===== config.mk =====
export PLATFORM = sky130hd
export DESIGN_NAME = option_dispatcher
export DESIGN_NICKNAME = d
export VERILOG_FILES = /design/src/rtl/option_dispatcher.sv
export SDC_FILE = /design/constraint.sdc
export NUM_CORES = 1
export LEC_CHECK = 0
export BUFFER_PORTS_ARGS = -buffer_cell sky130_fd_sc_hd__buf_4
export CAP_MARGIN = 25
export CORE_ASPECT_RATIO = 0.9
export CORE_MARGIN = 2
export CORE_UTILIZATION = 25
export CTS_BUF_LIST = sky130_fd_sc_hd__clkbuf_8
export CTS_CLUSTER_DIAMETER = 120
export CTS_CLUSTER_SIZE = 24
export DETAILED_ROUTE_END_ITERATION = 8
export RECOVER_POWER = 50
export SLEW_MARGIN = 10
export SYNTH_ARGS = -nofsm -noshare
export SYNTH_HDL_FRONTEND = slang
export SYNTH_SLANG_ARGS = --single-unit

===== constraint.sdc =====
create_clock -name clk -period 2.9 [get_ports clk]
set_input_delay 0.145 -clock clk [delete_from_list [all_inputs] [get_ports clk]]
set_output_delay 0.145 -clock clk [all_outputs]
set_load 0.01 [all_outputs]

===== src/rtl/option_dispatcher.sv =====
// ---------------------------------------------------------------------------
// option_dispatcher
//
// Host-side issuing/collecting end of the Monte Carlo pricing top.
//   * Accepts tagged option requests (mu, s, sigma) on a valid/ready stream,
//     latches the parameters, and sends a one-cycle o_new_option pulse.
//   * Enforces a minimum spacing of ISSUE_GAP+1 clocks between accepts, so
//     the pricing top can keep consuming the held parameters.
//   * Keeps the outstanding tags in a DEPTH-entry FIFO. Each i_core_done
//     retires the oldest tag and returns it with i_acc1 + i_acc2 on a
//     valid/ready result stream.
//
// Ports
//   clk, rst_n                    clock, async active-low reset
//   i_opt_valid / o_opt_ready     request handshake
//   i_opt_tag/_mu/_s/_sigma       request payload
//   o_new_option                  one-cycle start pulse to the pricing top
//   o_mu / o_s / o_sigma          held parameters to the pricing top
//   i_core_done, i_acc1, i_acc2   completion pulse and the two core prices
//   o_res_valid / i_res_ready     result handshake
//   o_res_tag, o_res_price        result payload (price is ACC_W+1 bits)
//   o_inflight                    outstanding option count
//   o_overrun                     sticky: a result was dropped (register held)
//   o_spurious                    sticky: a done arrived with nothing in flight
// ---------------------------------------------------------------------------
module option_dispatcher #(
    parameter int TAG_W     = 4,
    parameter int DEPTH     = 4,
    parameter int ISSUE_GAP = 80,
    parameter int ACC_W     = 23
) (
    input  logic                       clk,
    input  logic                       rst_n,

    input  logic                       i_opt_valid,
    output logic                       o_opt_ready,
    input  logic [TAG_W-1:0]           i_opt_tag,
    input  logic [17:0]                i_opt_mu,
    input  logic [16:0]                i_opt_s,
    input  logic [17:0]                i_opt_sigma,

    output logic                       o_new_option,
    output logic [17:0]                o_mu,
    output logic [16:0]                o_s,
    output logic [17:0]                o_sigma,

    input  logic                       i_core_done,
    input  logic [ACC_W-1:0]           i_acc1,
    input  logic [ACC_W-1:0]           i_acc2,

    output logic                       o_res_valid,
    input  logic                       i_res_ready,
    output logic [TAG_W-1:0]           o_res_tag,
    output logic [ACC_W:0]             o_res_price,

    output logic [$clog2(DEPTH):0]     o_inflight,
    output logic                       o_overrun,
    output logic                       o_spurious
);

    localparam int PTR_W = $clog2(DEPTH);
    localparam int CNT_W = PTR_W + 1;
    localparam int GAP_W = $clog2(ISSUE_GAP);

    typedef enum logic [0:0] {
        ST_IDLE = 1'b0,
        ST_GAP  = 1'b1
    } state_t;

    // -----------------------------------------------------------------------
    // Registers
    // -----------------------------------------------------------------------
    state_t             r_state;
    logic [GAP_W-1:0]   r_gap_cnt;
    logic               r_opt_ready;
    logic               r_new_option;
    logic [17:0]        r_mu;
    logic [16:0]        r_s;
    logic [17:0]        r_sigma;

    logic [TAG_W-1:0]   r_tag_mem [DEPTH];
    logic [PTR_W-1:0]   r_wr_ptr;
    logic [PTR_W-1:0]   r_rd_ptr;
    logic [CNT_W-1:0]   r_inflight;

    logic               r_res_valid;
    logic [TAG_W-1:0]   r_res_tag;
    logic [ACC_W:0]     r_res_price;
    logic               r_overrun;
    logic               r_spurious;

    // -----------------------------------------------------------------------
    // Combinational next-state
    // -----------------------------------------------------------------------
    state_t             w_state_nxt;
    logic [GAP_W-1:0]   w_gap_nxt;
    logic               w_accept;
    logic               w_empty;
    logic               w_pop;
    logic [CNT_W-1:0]   w_inflight_nxt;
    logic               w_ready_nxt;
    logic               w_res_load;
    logic [ACC_W:0]     w_price;

    // r_opt_ready is only ever set while the next state is IDLE, so it
    // already qualifies the accept without looking at r_state here.
    assign w_accept = i_opt_valid && r_opt_ready;
    assign w_empty  = (r_inflight == '0);
    assign w_pop    = i_core_done && !w_empty;

    // A pop may free the result register in the same edge it is loaded.
    assign w_res_load = w_pop && (!r_res_valid || i_res_ready);
    assign w_price    = {1'b0, i_acc1} + {1'b0, i_acc2};

    always_comb begin
        w_state_nxt = r_state;
        w_gap_nxt   = r_gap_cnt;
        case (r_state)
            ST_IDLE: begin
                if (w_accept) begin
                    w_state_nxt = ST_GAP;
                    w_gap_nxt   = GAP_W'(ISSUE_GAP - 1);
                end
            end
            ST_GAP: begin
                if (r_gap_cnt == '0) begin
                    w_state_nxt = ST_IDLE;
                end else begin
                    w_gap_nxt = r_gap_cnt - 1'b1;
                end
            end
            default: begin
                w_state_nxt = ST_IDLE;
                w_gap_nxt   = '0;
            end
        endcase
    end

    always_comb begin
        w_inflight_nxt = r_inflight;
        case ({w_accept, w_pop})
            2'b10:   w_inflight_nxt = r_inflight + 1'b1;
            2'b01:   w_inflight_nxt = r_inflight - 1'b1;
            default: w_inflight_nxt = r_inflight;
        endcase
    end

    // Ready is registered from next-state values: no input reaches it
    // combinationally, and a pop while full raises it one cycle later.
    assign w_ready_nxt = (w_state_nxt == ST_IDLE) &&
                         (w_inflight_nxt < CNT_W'(DEPTH));

    // -----------------------------------------------------------------------
    // Issue side: FSM, gap counter, held parameters, start pulse
    // -----------------------------------------------------------------------
    always_ff @(posedge clk or negedge rst_n) begin
        if (!rst_n) begin
            r_state      <= ST_IDLE;
            r_gap_cnt    <= '0;
            r_opt_ready  <= 1'b0;
            r_new_option <= 1'b0;
            r_mu         <= '0;
            r_s          <= '0;
            r_sigma      <= '0;
        end else begin
            r_state      <= w_state_nxt;
            r_gap_cnt    <= w_gap_nxt;
            r_opt_ready  <= w_ready_nxt;
            r_new_option <= w_accept;
            if (w_accept) begin
                r_mu    <= i_opt_mu;
                r_s     <= i_opt_s;
                r_sigma <= i_opt_sigma;
            end
        end
    end

    // -----------------------------------------------------------------------
    // Tag FIFO. Storage needs no reset; the pointers and count define
    // which entries are live.
    // -----------------------------------------------------------------------
    always_ff @(posedge clk) begin
        if (w_accept) begin
            r_tag_mem[r_wr_ptr] <= i_opt_tag;
        end
    end

    always_ff @(posedge clk or negedge rst_n) begin
        if (!rst_n) begin
            r_wr_ptr   <= '0;
            r_rd_ptr   <= '0;
            r_inflight <= '0;
        end else begin
            // DEPTH is a power of two, so pointers wrap naturally.
            if (w_accept) r_wr_ptr <= r_wr_ptr + 1'b1;
            if (w_pop)    r_rd_ptr <= r_rd_ptr + 1'b1;
            r_inflight <= w_inflight_nxt;
        end
    end

    // -----------------------------------------------------------------------
    // Collect side: result register and sticky error flags
    // -----------------------------------------------------------------------
    always_ff @(posedge clk or negedge rst_n) begin
        if (!rst_n) begin
            r_res_valid <= 1'b0;
            r_res_tag   <= '0;
            r_res_price <= '0;
            r_overrun   <= 1'b0;
            r_spurious  <= 1'b0;
        end else begin
            if (w_res_load) begin
                r_res_valid <= 1'b1;
                r_res_tag   <= r_tag_mem[r_rd_ptr];
                r_res_price <= w_price;
            end else if (i_res_ready) begin
                r_res_valid <= 1'b0;
            end

            // Held result wins; the newly completed one is dropped.
            if (w_pop && !w_res_load) begin
                r_overrun <= 1'b1;
            end
            if (i_core_done && w_empty) begin
                r_spurious <= 1'b1;
            end
        end
    end

    // -----------------------------------------------------------------------
    // Outputs
    // -----------------------------------------------------------------------
    assign o_opt_ready  = r_opt_ready;
    assign o_new_option = r_new_option;
    assign o_mu         = r_mu;
    assign o_s          = r_s;
    assign o_sigma      = r_sigma;
    assign o_res_valid  = r_res_valid;
    assign o_res_tag    = r_res_tag;
    assign o_res_price  = r_res_price;
    assign o_inflight   = r_inflight;
    assign o_overrun    = r_overrun;
    assign o_spurious   = r_spurious;

endmodule


== Word level (Yosys, flattened, before mapping) ==
Memories as Yosys holds them, arrays and structs flattened. A register that Yosys moved wholly into a read port is not among the register bits.
Cells that the tools add are included.

* Word-level logic and storage cells: 53
* Bits in writable memories: 16
* Input port bits: 108
* Memories: 1
* Bits in registers: 97
* Output and inout port bits: 89

* Add/subtract/negate cells: 6
* Reductions and logical operators: 15
* Order comparisons: 1
* Bitwise operators: 2
* Multiplexer cells: 10
* Equality and inequality tests: 4

{| class="wikitable"
|+ Memories
! name !! depth !! width !! rd ports !! clocked after memory_dff !! wr ports !! RTL line !! text
|-
| r_tag_mem || 4 || 4 || 1 || 1 || 1 || 81 || <nowiki>logic [TAG_W-1:0] r_tag_mem [DEPTH];</nowiki>
|}

{| class="wikitable"
|+ Operators by type and width
! cell !! count
|-
| adder 23 x 23 -> 24 bit || 1
|-
| two-way mux 7 bit || 2
|-
| one-hot mux 7 bit (2 select lines) || 1
|-
| logical NOT 7 bit || 1
|-
| subtractor 7 x 1 -> 7 bit, second input constant || 1
|-
| logical AND 1 bit || 6
|-
| one-hot mux 3 bit (2 select lines) || 1
|-
| two-way mux 1 bit || 5
|-
| adder 2 x 1 -> 2 bit, second input constant || 2
|-
| logical NOT 1 bit || 4
|-
| != test 2 bit, second input constant || 2
|-
| adder 3 x 1 -> 3 bit, second input constant || 1
|-
| logical NOT 3 bit || 1
|-
| less-than comparator 3 bit, second input constant || 1
|-
| subtractor 3 x 1 -> 3 bit, second input constant || 1
|-
| == test 2 x 1 -> 1 bit, second input constant || 1
|-
| == test 2 bit, second input constant || 1
|-
| NOT 1 bit || 2
|-
| one-hot mux 1 bit (2 select lines) || 1
|-
| AND reduction 2 bit || 1
|-
| nonzero test 2 bit || 1
|-
| logical OR 1 bit || 1
|}

== Depth between registers and ports, before layout ==
Gate-level depths: netlist of the first run.

* Depth in word-level cells: 7
* Mapped depth: 9
* Depth with buffers taken out: 9

== Least setup slack after synthesis of the first run ==
OpenSTA, ideal clock, no wires.

* Path kind: register to register
* From: reg r_inflight[0], in the netlist o_inflight[0]
* To: reg r_opt_ready, in the netlist o_opt_ready
* Period minus slack after synthesis: 2.080 ns
* Arrival: 1.958 ns
* Slack: 0.820 ns
* Required time: 2.778 ns
* Cell stages (with the launch flop): 10
* Cell sequence: dfrtp_1 > nor3_1 > nand2b_1 > inv_2 > ha_1 > fa_1 > xnor2_1 > nor2_1 > xor2_1 > nor2_1

* Longest elaborated chain between the ends: 7
* Elaborated cells between the ends (all ways): 10

{| class="wikitable"
|+ Ends and longest elaborated chain
! item !! RTL line !! text
|-
| start: declaration || 84 || <nowiki>logic [CNT_W-1:0] r_inflight;</nowiki>
|-
| start signal: assignment || 197 || <nowiki>r_inflight <= w_inflight_nxt;</nowiki>
|-
| logical NOT 3 bit * || 108 || <nowiki>assign w_empty = (r_inflight == '0);</nowiki>
|-
| logical NOT 1 bit * || 109 || <nowiki>assign w_pop = i_core_done && !w_empty;</nowiki>
|-
| logical AND 1 bit * || 109 ||
|-
| named net w_pop || 99 || <nowiki>logic w_pop;</nowiki>
|-
| == test 2 x 1 -> 1 bit or == test 2 bit (tied branches) || 141 || <nowiki>case ({w_accept, w_pop})</nowiki>
|-
| one-hot mux 3 bit (2 select lines) * || 141 ||
|-
| named net w_inflight_nxt[2] || 100 || <nowiki>logic [CNT_W-1:0] w_inflight_nxt;</nowiki>
|-
| less-than comparator 3 bit * || 151 || <nowiki>(w_inflight_nxt < CNT_W'(DEPTH));</nowiki>
|-
| logical AND 1 bit * || 150 || <nowiki>assign w_ready_nxt = (w_state_nxt == ST_IDLE) &&</nowiki>
|-
| named net w_ready_nxt || 101 || <nowiki>logic w_ready_nxt;</nowiki>
|-
| end signal: assignment || 168 || <nowiki>r_opt_ready <= w_ready_nxt;</nowiki>
|-
| end: declaration || 75 || <nowiki>logic r_opt_ready;</nowiki>
|}

The timed path passes the listed nets; every way through them passes the cells marked *.
A chain may end at the register's enable or synchronous reset.

== Worst setup path after layout of the first run ==
* From: in i_acc2[0]
* To: reg r_res_price[22], in the netlist o_res_price[22]

* Longest elaborated chain between the ends: 1

{| class="wikitable"
|+ Ends and longest elaborated chain
! item !! RTL line !! text
|-
| start: declaration || 49 || <nowiki>input logic [ACC_W-1:0] i_acc2,</nowiki>
|-
| adder 23 x 23 -> 24 bit || 113 || <nowiki>assign w_price = {1'b0, i_acc1} + {1'b0, i_acc2};</nowiki>
|-
| end signal: assignment || 215 || <nowiki>r_res_price <= w_price;</nowiki>
|-
| end: declaration || 88 || <nowiki>logic [ACC_W:0] r_res_price;</nowiki>
|}

No other way between the ends.

==> results of run 1 <==
==> worst reg2reg max path: cells and delay by family (launching register included) <==
kind          cells  cell delay [ns]
fa+ha+maj         2             0.61
flops             1             0.44
xor+xnor          2             0.32
simple gates      4             0.63
buf+inv           1             0.07
==> state kept, by name, summed over array words and instances (netlist names), 2 cells and up <==
name / count
r_tag_mem: 16
o_s: 17
o_res_price: 24
r_rd_ptr: 2
o_mu: 18
o_res_tag: 4
r_wr_ptr: 2
o_inflight: 3
r_gap_cnt: 7
o_sigma: 18
==> cell type report <==
class / instances / area share
sequential: 117 / 0.3621
multi-input combinational: 346 / 0.3156
timing repair buffer: 261 / 0.2180
tap: 297 / 0.04474
clock buffer: 17 / 0.02817
clock inverter: 15 / 0.02320
inverter: 17 / 0.007682
antenna: 2 / 0.0006025
==> metrics by stage <==
| step | setup WS [ns] | instances |
|---|---|---|
| after floorplan | 0.8201 | 502 |
| after global placement | 0.6471 | 977 |
| after detailed placement | 0.6067 | 977 |
| after CTS | 0.5500 | 1070 |
| after global routing | 0.3462 | 1070 |
| final | 0.5051 | 1072 |
==> cells by family (layout without fill, tap and decap cells) <==
group | count (synthesis) | in the layout | share of synthesized area
flops | 117 | 117 | 0.5197
compound gates | 107 | 107 | 0.1254
simple gates | 124 | 124 | 0.09770
buf+inv | 39 | 310 | 0.02745
fa+ha+maj | 31 | 31 | 0.06961
other cells | 0 | 2 | 0
mux | 59 | 59 | 0.1224
xor+xnor | 25 | 25 | 0.03783
==> power groups by stage <==
stage | clock, W | combinational (W) | sequential, W
final | 0.00166 | 0.00128 | 0.00208
after global routing | 0.00179 | 0.00144 | 0.00212
after CTS | 0.00173 | 0.00146 | 0.00210
after detailed placement | 0 | 0.00139 | 0.00213
after global placement | 0 | 0.00138 | 0.00212
after floorplan | 0 | 0.000633 | 0.00217
==> layer usage <==
layer	GRT usage	vias to the layer above	routed length [um]	share of wire
li1	-	2338	-	-
met1	0.1740	2335	7103	0.44
met2	0.2038	173	7104	0.44
met3	0.06191	11	1623	0.10
met4	0.04391	2	176	0.011
met5	0	-	10	0.00062
==> worst max-delay path by stage <==
stage                                       end  slack, ns  depth (start not counted)
floorplan                 o_opt_ready$_DFF_PN0_       0.82                          9
global placement    o_res_price[20]$_DFFE_PN0P_       0.65                          9
detailed placement  o_res_price[20]$_DFFE_PN0P_       0.61                          9
CTS                 o_res_price[22]$_DFFE_PN0P_       0.55                         10
global route        o_res_price[22]$_DFFE_PN0P_       0.35                         10
finish              o_res_price[22]$_DFFE_PN0P_       0.51                         10
==> cell usage in the layout, fill, tap and decap left out, drive strengths merged, types with 3 or more instances in the layout <==
cell type    Yosys  routed
a211oi           3       3
a21o             5       5
a21oi           28      28
and3             4       4
buf             11     116
bufinv           0       3
clkbuf          11     101
clkinv           0       4
dfrtp          101     101
dlygate4sd3      0      61
edfxtp          16      16
ha              29      29
inv             17      24
mux2            54      54
mux4             4       4
nand2           67      67
nand2b           3       3
nand3            5       5
nand4            8       8
nor2            17      17
nor3             7       7
o211ai           6       6
o21a             4       4
o21ai           33      33
o21bai           3       3
o31ai            5       5
xnor2           17      17
xor2             8       8
==> timing repair <==
| action | in CTS | in global routing |
|---|---|---|
| hold buffers | 61 | 0 |
| setup buffers | 0 | 0 |
| gates resized for setup | 0 | 0 |
| hold endpoints to repair | 131 | 0 |
==> qor.txt, run 1 <==
shortest period the worst path allows -> 2.395 ns
Reg clk slew, reported paths -> 0.07 ns
Remaining Overflow, GRT -> 0
worst setup path start -> i_acc2[0]
first-pass GRT wire length -> 25.87 mm
routed len/inst -> 14.94 um
CTS tree -> yes
Post-synth EDFFs -> 16
vias -> 4859
Synth warnings -> 0
post-route cell area -> 0.008307 mm^2
worst-path cell chain -> dlygate4sd3_1 -> buf_4 -> ha_1 -> fa_1 -> a21oi_1 -> o22ai_1 -> a41o_1 -> a21oi_2 -> o31a_1 -> o211ai_1
Mapped Area -> 0.005788 mm^2
setup violators final -> 0
Final GP Congestion -> 0.7757
outcome -> finished with violations
clock tree root buffer cell -> clkbuf_8
CTS Buf Count -> 17
fin nets -> 899
Final TNS setup -> 0 ns
Filler Cell Count -> 2341
period utilization -> 0.8258
vias in the first global route -> 5055
CP bufs+invs -> 2
top post-synthesis cells by count -> dfrtp_1, nand2_1, mux2_2
Max Fclk -> 0.4176 GHz
gr usage total -> 0.1358
most frequent cell after synthesis -> dfrtp_1
FP Rows -> 52
placed cell areas -> 0.007579 mm^2
Netlist cell types -> 56
Cells after Synth -> 502
RSZ-0062 raised after global routing -> false
fraction of layout cells with a size suffix above 1 -> 0.2846
Leak -> 3.789 nW
Synth top area share -> 0.4367
Worst Setup Path Type -> input pin to flip-flop
Combinational Power Share -> 0.255
height of the chip -> 148.4 um
Clock Sinks -> 117
final WL -> 16.02 mm
Worst Hold Path Cells -> 3
WHS -> 0.04624 ns
core area -> 0.02264 mm^2
CP startpoint kind -> input pin
multi-input logic area -> 0.002621 mm^2
Seq cells post-synth -> 117
Via density -> 4.533
Rel. slew slack -> -0.03953
input/output buffers -> 196
Arr. time, crit path -> 2.69 ns
top cells by area, synth -> dfrtp_1, mux2_2, edfxtp_1
Seq/Total Area, Yosys -> 0.5197
clock share of power -> 0.330
Crit. End Element -> flip-flop
largest area contributor in the netlist -> dfrtp_1
HP Class -> input pin to flip-flop
PD cells -> 604.3 mW/mm^2
sw power -> 0.001655 W
Initial Util -> 0.2556
Int Power -> 0.003365 W
DRC -> 0
failing checks -> capacitance limit, slew limit
Crit path max-delay family -> compound AO/OA/AOI/OAI gates
clk_lat worst skew -> 0.44 ns
peak supply drop -> 0.2952 mV
Synth Net Count -> 641
FF/Latch Area -> 0.003008 mm^2
Pins Over Slew Limit -> 61
antenna viol nets, final -> 0
R2R Path End -> o_opt_ready$_DFF_PN0_
async set-reset flop share out of synthesis -> 0.8632
Worst Hold Path EP -> o_res_valid$_DFFE_PN0P_
total of max-cap violations -> 1
syn avg cell area -> 11.53 um^2
Critical R2R Launch -> o_inflight[0]$_DFFE_PN0N_
DIE AREA -> 0.02439 mm^2
CP max-delay cell -> dlygate4sd3_1
area grow syn2layout -> 43.51%
Fin. Hold Viols -> 0
Die Wd -> 164.4 um
worst endpoint required time -> 3.20 ns
Least-Margin Pin Slew -> 1.559 ns
maximum buffer depth of the clock tree -> 2
CP max FO -> 5
Sw Share -> 0.3297
pin count of the biggest net entering global routing -> 62
drt initial violations -> 219
Sequential Power Share -> 0.414
final total power -> 0.005020 W
prevailing post-synth register cell -> dfrtp_1
IO Count -> 197
Post-Route Utilization -> 0.3669
H-Tree Depth -> 4
clock skew -> 0.01471 ns
worst hold start -> i_res_ready
critical path's largest stage delay -> 0.53 ns
path depth of the worst reg2reg path -> 9
flop2flop setup slack -> 0.70 ns
Pre-Repair DR Iteration Count -> 4
initial antenna violation count -> 3
HPWL after DPL -> 11.89 mm
Power figures use the tool's default switching activity.
==> run 2: changes to the inputs <==
Settings changed: ABC_AREA set to 1.
Clock period 2.9 ns to 2.3 ns, I/O delays scaled along.
==> run 2 against run 1 <==
The flow now finishes without violations. Combinational power rose to 2.7 times the previous value. Via count up 22%. Sequential share of layout area down 2.6 points. Worst setup slack worse by 0.29 ns. Clock power up 26%. Largest power group unchanged. Highest routed layer is now met4.
==> qor.txt, run 2 <==
DIE AREA -> 0.02621 mm^2
setup violators final -> 0
routed len/inst -> 12.83 um
sw power -> 0.003519 W
shortest period the worst path allows -> 2.089 ns
DRC -> 0
Final TNS setup -> 0 ns
RSZ-0062 raised after global routing -> false
Final GP Congestion -> 0.8425
Seq cells post-synth -> 117
Pre-Repair DR Iteration Count -> 6
Filler Cell Count -> 2511
clock skew -> 0.01124 ns
Rel. slew slack -> 0.2230
Mapped Area -> 0.006232 mm^2
pin count of the biggest net entering global routing -> 60
Initial Util -> 0.2555
placed instance count -> 1319
Least-Margin Pin Slew -> 1.166 ns
vias in the first global route -> 5874
top post-synthesis cells by count -> nand2_1, dfrtp_1, inv_1
initial antenna violation count -> 1
most frequent cells in the layout -> nand2_1, buf_4, dfrtp_1
Fin. Hold Viols -> 0
Die Wd -> 170.4 um
Post-Route Utilization -> 0.3673
CTS tree -> yes
Cells after Synth -> 800
drt initial violations -> 277
Final Non-Filler Cells -> 1415
Pins Over Slew Limit -> 0
Max Fclk -> 0.4788 GHz
Crit. End Element -> flip-flop
worst hold start -> i_acc2[1]
most frequent cell after synthesis -> nand2_1
Synth top area share -> 0.4055
CP max FO -> 4
max FFs per register -> 24
maximum buffer depth of the clock tree -> 2
Synth Net Count -> 939
largest area contributor in the netlist -> dfrtp_1
vias -> 5944
Clock Sinks -> 117
total of max-cap violations -> 0
fraction of layout cells with a size suffix above 1 -> 0.2022
gr usage total -> 0.1410
outcome -> complete, no violations
Sw Share -> 0.3869
antenna viol nets, final -> 0
async set-reset flop share out of synthesis -> 0.8632
CTS Buf Count -> 17
core area -> 0.02439 mm^2
Sequential Power Share -> 0.386
HPWL after DPL -> 13.14 mm
first-pass GRT wire length -> 28.99 mm
syn avg cell area -> 7.790 um^2
FP Rows -> 54
Int Power -> 0.005576 W
Arr. time, crit path -> 2.41 ns
CP startpoint kind -> flip-flop
clock tree root buffer cell -> clkbuf_8
Seq/Total Area, Yosys -> 0.4826
HP Class -> input pin to flip-flop
Worst Setup Path Type -> flip-flop to flip-flop
prevailing post-synth register cell -> dfrtp_1
Synth warnings -> 0
Critical R2R Launch -> o_inflight[0]$_DFFE_PN0N_
height of the chip -> 153.8 um
H-Tree Depth -> 4
Via density -> 4.201
clock share of power -> 0.230
clk_lat worst skew -> 0.43 ns
fin nets -> 1204
top cells by area, synth -> dfrtp_1, nand2_1, edfxtp_1
Post-synth EDFFs -> 16
Remaining Overflow, GRT -> 0
period utilization -> 0.9081
input/output buffers -> 196
area grow syn2layout -> 43.75%
Combinational Power Share -> 0.384
PD cells -> 1015 mW/mm^2
Netlist cell types -> 37
Leak -> 4.652 nW
peak supply drop -> 0.5650 mV
most common cell after layout, fill and taps aside -> nand2_1
final WL -> 18.16 mm
IO Count -> 197
worst setup path start -> o_inflight[0]$_DFFE_PN0N_
post-cts sizing count -> 0
worst endpoint required time -> 2.62 ns
Reg clk slew, reported paths -> 0.08 ns
-- run 2: worst paths after layout --
path	cells after the start	slack [ns]	end
setup / recovery	9	0.21	o_opt_ready$_DFF_PN0_
hold / removal	4	0.09	o_res_price[1]$_DFFE_PN0P_
setup reg to reg	9	0.21	o_opt_ready$_DFF_PN0_
hold reg to reg	1	0.47	o_spurious$_DFFE_PN0P_
max in group asynchronous	3	0.67	o_sigma[0]$_DFFE_PN0P_
min in group asynchronous	2	0.14	o_sigma[14]$_DFFE_PN0P_
-- run 2: layer usage --
metal,global-route usage,share of wire
met1,0.1748,0.45
met2,0.2360,0.46
met3,0.04891,0.084
met4,0.03256,0.0064
met5,0,0
-- run 2: logic make-up after synthesis --
logic type | share of synthesized area
flops | 0.4826
simple gates | 0.3192
mux | 0.001807
buf+inv | 0.07147
fa+ha+maj | 0.06465
compound gates | 0.04196
xor+xnor | 0.01827
-- run 2: final cells by class --
cell class / count / area, um^2 / area share
Timing Repair Buffer: 265 / 1982 / 0.2212
Clock buffer: 17 / 234.0 / 0.02612
Multi-Input combinational cell: 574 / 2781 / 0.3105
Sequential cell: 117 / 3008 / 0.3358
Antenna cell: 1 / 2.502 / 0.0002793
Tap cell: 336 / 420.4 / 0.04693
Clock inverter: 15 / 192.7 / 0.02151
Inverter: 90 / 337.8 / 0.03771
-- run 2: per-stage QoR --
stage	area [um^2]	hold slack [ns]	setup slack, ns	total power [W]
2_1_floorplan	6232	-0.1806	0.3441	0.005396
3_5_place_dp	8089	0.08778	0.2168	0.007249
6_report	8959	0.08630	0.2115	0.009095
4_1_cts	9146	0.04908	0.1890	0.009497
5_1_grt	8956	0.09913	0.01294	0.009840
3_3_place_gp	8089	0.08686	0.2428	0.007198
-- run 2: critical path: stages, from the launching register on --
cell	delay [ns]
dfrtp_1	0.43
nor2_1	0.15
nand2_1	0.08
nand2_1	0.13
inv_1	0.08
ha_1	0.22
fa_1	0.40
o21ai_0	0.22
xor2_1	0.20
nor2_1	0.06
-- run 2: timing repair --
action	CTS	global route
hold endpoints to repair	106	0
buffers inserted	0	0
hold buffers	63	0
-- run 2: power by group through the flow --
stage	Clock, W	Sequential (W)	Combinational [W]
floorplan	0	0.00376	0.00164
global placement	0	0.00352	0.00368
detailed placement	0	0.00352	0.00373
CTS	0.00217	0.00352	0.00381
global route	0.00227	0.00362	0.00395
finish	0.00209	0.00351	0.00349
==> run 3: changes to the inputs <==
Settings changed: SETUP_SLACK_MARGIN set to 0.3.
==> run 3 against run 2 <==
Die area is the same. Critical path depth grew 1. Non-clock buffer count grew 3. Power grew 0.63%. Via count grew 0.72%. Register-to-register slack gained 0.18 ns. Global-route usage is essentially flat. Largest power group is now combinational cells. Highest routed layer unchanged.
==> qor.txt, run 3 (same netlist as run 2, synthesis figures left out) <==
outcome -> complete, no violations
H-Tree Depth -> 4
PD cells -> 1018 mW/mm^2
drt initial violations -> 274
Final TNS setup -> 0 ns
Critical R2R Launch -> o_inflight[1]$_DFFE_PN0N_
height of the chip -> 153.8 um
final total power -> 0.009153 W
CP max-delay cell -> dfrtp_1
HPWL after DPL -> 13.14 mm
Worst Setup Path Type -> flip-flop to flip-flop
critical path's largest stage delay -> 0.38 ns
CTS Buf Count -> 17
flop2flop setup slack -> 0.39 ns
worst-path cell chain -> nor2_1 -> nand2_2 -> nand2_2 -> inv_1 -> ha_2 -> fa_2 -> a21oi_1 -> o21ai_1 -> xor2_1 -> nor2_1
pin count of the biggest net entering global routing -> 60
Pre-Repair DR Iteration Count -> 4
period utilization -> 0.8310
Leak -> 4.664 nW
RSZ-0062 raised after global routing -> true
Pins Over Slew Limit -> 0
shortest period the worst path allows -> 1.911 ns
CTS tree -> yes
Fin. Hold Viols -> 0
Arr. time, crit path -> 2.23 ns
Remaining Overflow, GRT -> 0
Worst Hold Path EP -> o_res_price[1]$_DFFE_PN0P_
Clock Sinks -> 117
Final GP Congestion -> 0.8425
total of max-cap violations -> 0
R2R Path End -> o_opt_ready$_DFF_PN0_
final WL -> 18.25 mm
worst endpoint required time -> 2.62 ns
Crit. End Element -> flip-flop
Crit path max-delay family -> adder cells
setup violators final -> 0
FP Rows -> 54
Max Fclk -> 0.5232 GHz
peak supply drop -> 0.5654 mV
Rel. slew slack -> 0.2178
most common cell after layout, fill and taps aside -> nand2_1
HP Class -> input pin to flip-flop
path depth of the worst reg2reg path -> 10
clock skew -> 0.01160 ns
DRC -> 0
multi-input logic area -> 0.002794 mm^2
CP bufs+invs -> 1
vias -> 5987
Die Wd -> 170.4 um
maximum buffer depth of the clock tree -> 2
DIE AREA -> 0.02621 mm^2
clk_lat worst skew -> 0.44 ns
Initial Util -> 0.2555
CP startpoint kind -> flip-flop
Filler Cell Count -> 2510
fin nets -> 1207
vias in the first global route -> 5888
max FFs per register -> 24
antenna viol nets, final -> 0
fraction of layout cells with a size suffix above 1 -> 0.2091
Via density -> 4.222
input/output buffers -> 196
core area -> 0.02439 mm^2
worst hold start -> i_acc2[1]
FF/Latch Area -> 0.003008 mm^2
clock tree root buffer cell -> clkbuf_8
CP max FO -> 4
most frequent cells in the layout -> nand2_1, buf_4, dfrtp_1
Reg clk slew, reported paths -> 0.08 ns
routed len/inst -> 12.87 um
gr usage total -> 0.1413
first-pass GRT wire length -> 29.08 mm
area grow syn2layout -> 44.31%
Worst Hold Path Cells -> 4
initial antenna violation count -> 1
IO Count -> 197
Least-Margin Pin Slew -> 1.173 ns
-- run 3: power by group --
group	internal [W]	switching (W)	leakage (nW)
Combinational	0.00156	0.00200	3.07
Sequential	0.00294	0.000556	1.38
Clock	0.00111	0.000985	0.216
-- run 3: repair_timing --
item,in CTS,in global routing
gates resized for setup,3,4
endpoints found under the hold margin,106,0
setup endpoints to repair,2,4
hold buffers,63,0
pin swaps,0,2
setup buffers,2,1
-- run 3: worst max-delay path by stage --
stage,cells after the start,to,slack [ns],start
after floorplan,9,o_opt_ready$_DFF_PN0_,0.34,o_inflight[0]$_DFFE_PN0N_
final,10,o_opt_ready$_DFF_PN0_,0.39,o_inflight[1]$_DFFE_PN0N_
after global placement,10,o_opt_ready$_DFF_PN0_,0.24,o_inflight[0]$_DFFE_PN0N_
after global routing,10,o_opt_ready$_DFF_PN0_,0.22,o_inflight[1]$_DFFE_PN0N_
after CTS,10,o_opt_ready$_DFF_PN0_,0.33,o_inflight[1]$_DFFE_PN0N_
after detailed placement,9,o_opt_ready$_DFF_PN0_,0.22,o_inflight[0]$_DFFE_PN0N_
-- run 3: layer usage --
| layer | GRT usage | routed length (um) | up-vias |
|---|---|---|---|
| met5 | 0 | 0 | - |
| met1 | 0.1751 | 8047 | 2734 |
| met4 | 0.03256 | 148 | 0 |
| li1 | - | - | 3017 |
| met3 | 0.04891 | 1716 | 12 |
| met2 | 0.2367 | 8334 | 224 |
-- run 3: cell type report --
cell class | instances | share of cell area
Sequential cell | 117 | 0.3344
Clock buffer | 17 | 0.02602
Inverter | 90 | 0.03756
Multi-Input combinational cell | 574 | 0.3107
Timing Repair Buffer | 268 | 0.2229
Clock inverter | 15 | 0.02142
Antenna cell | 1 | 0.0002782
Tap cell | 336 | 0.04674
-- run 3: worst reg2reg max path, stage by stage, from the launching register on --
cell and delay (ns):
dfrtp_1 0.38, nor2_1 0.17, nand2_2 0.08, nand2_2 0.11, inv_1 0.07, ha_2 0.19, fa_2 0.35, a21oi_1 0.13
o21ai_1 0.09, xor2_1 0.19, nor2_1 0.06
-- run 3: metrics by stage --
step	instances	setup WS, ns	instance area [um^2]	hold WS, ns	utilization
2_1_floorplan	800	0.3441	6232	-0.1806	-
3_3_place_gp	1319	0.2428	8089	0.08686	0.3316
3_5_place_dp	1319	0.2168	8089	0.08778	0.3316
4_1_cts	1416	0.3341	9166	0.04908	0.3758
5_1_grt	1417	0.2247	8991	0.1183	0.3686
6_report	1418	0.3887	8994	0.1145	0.3687
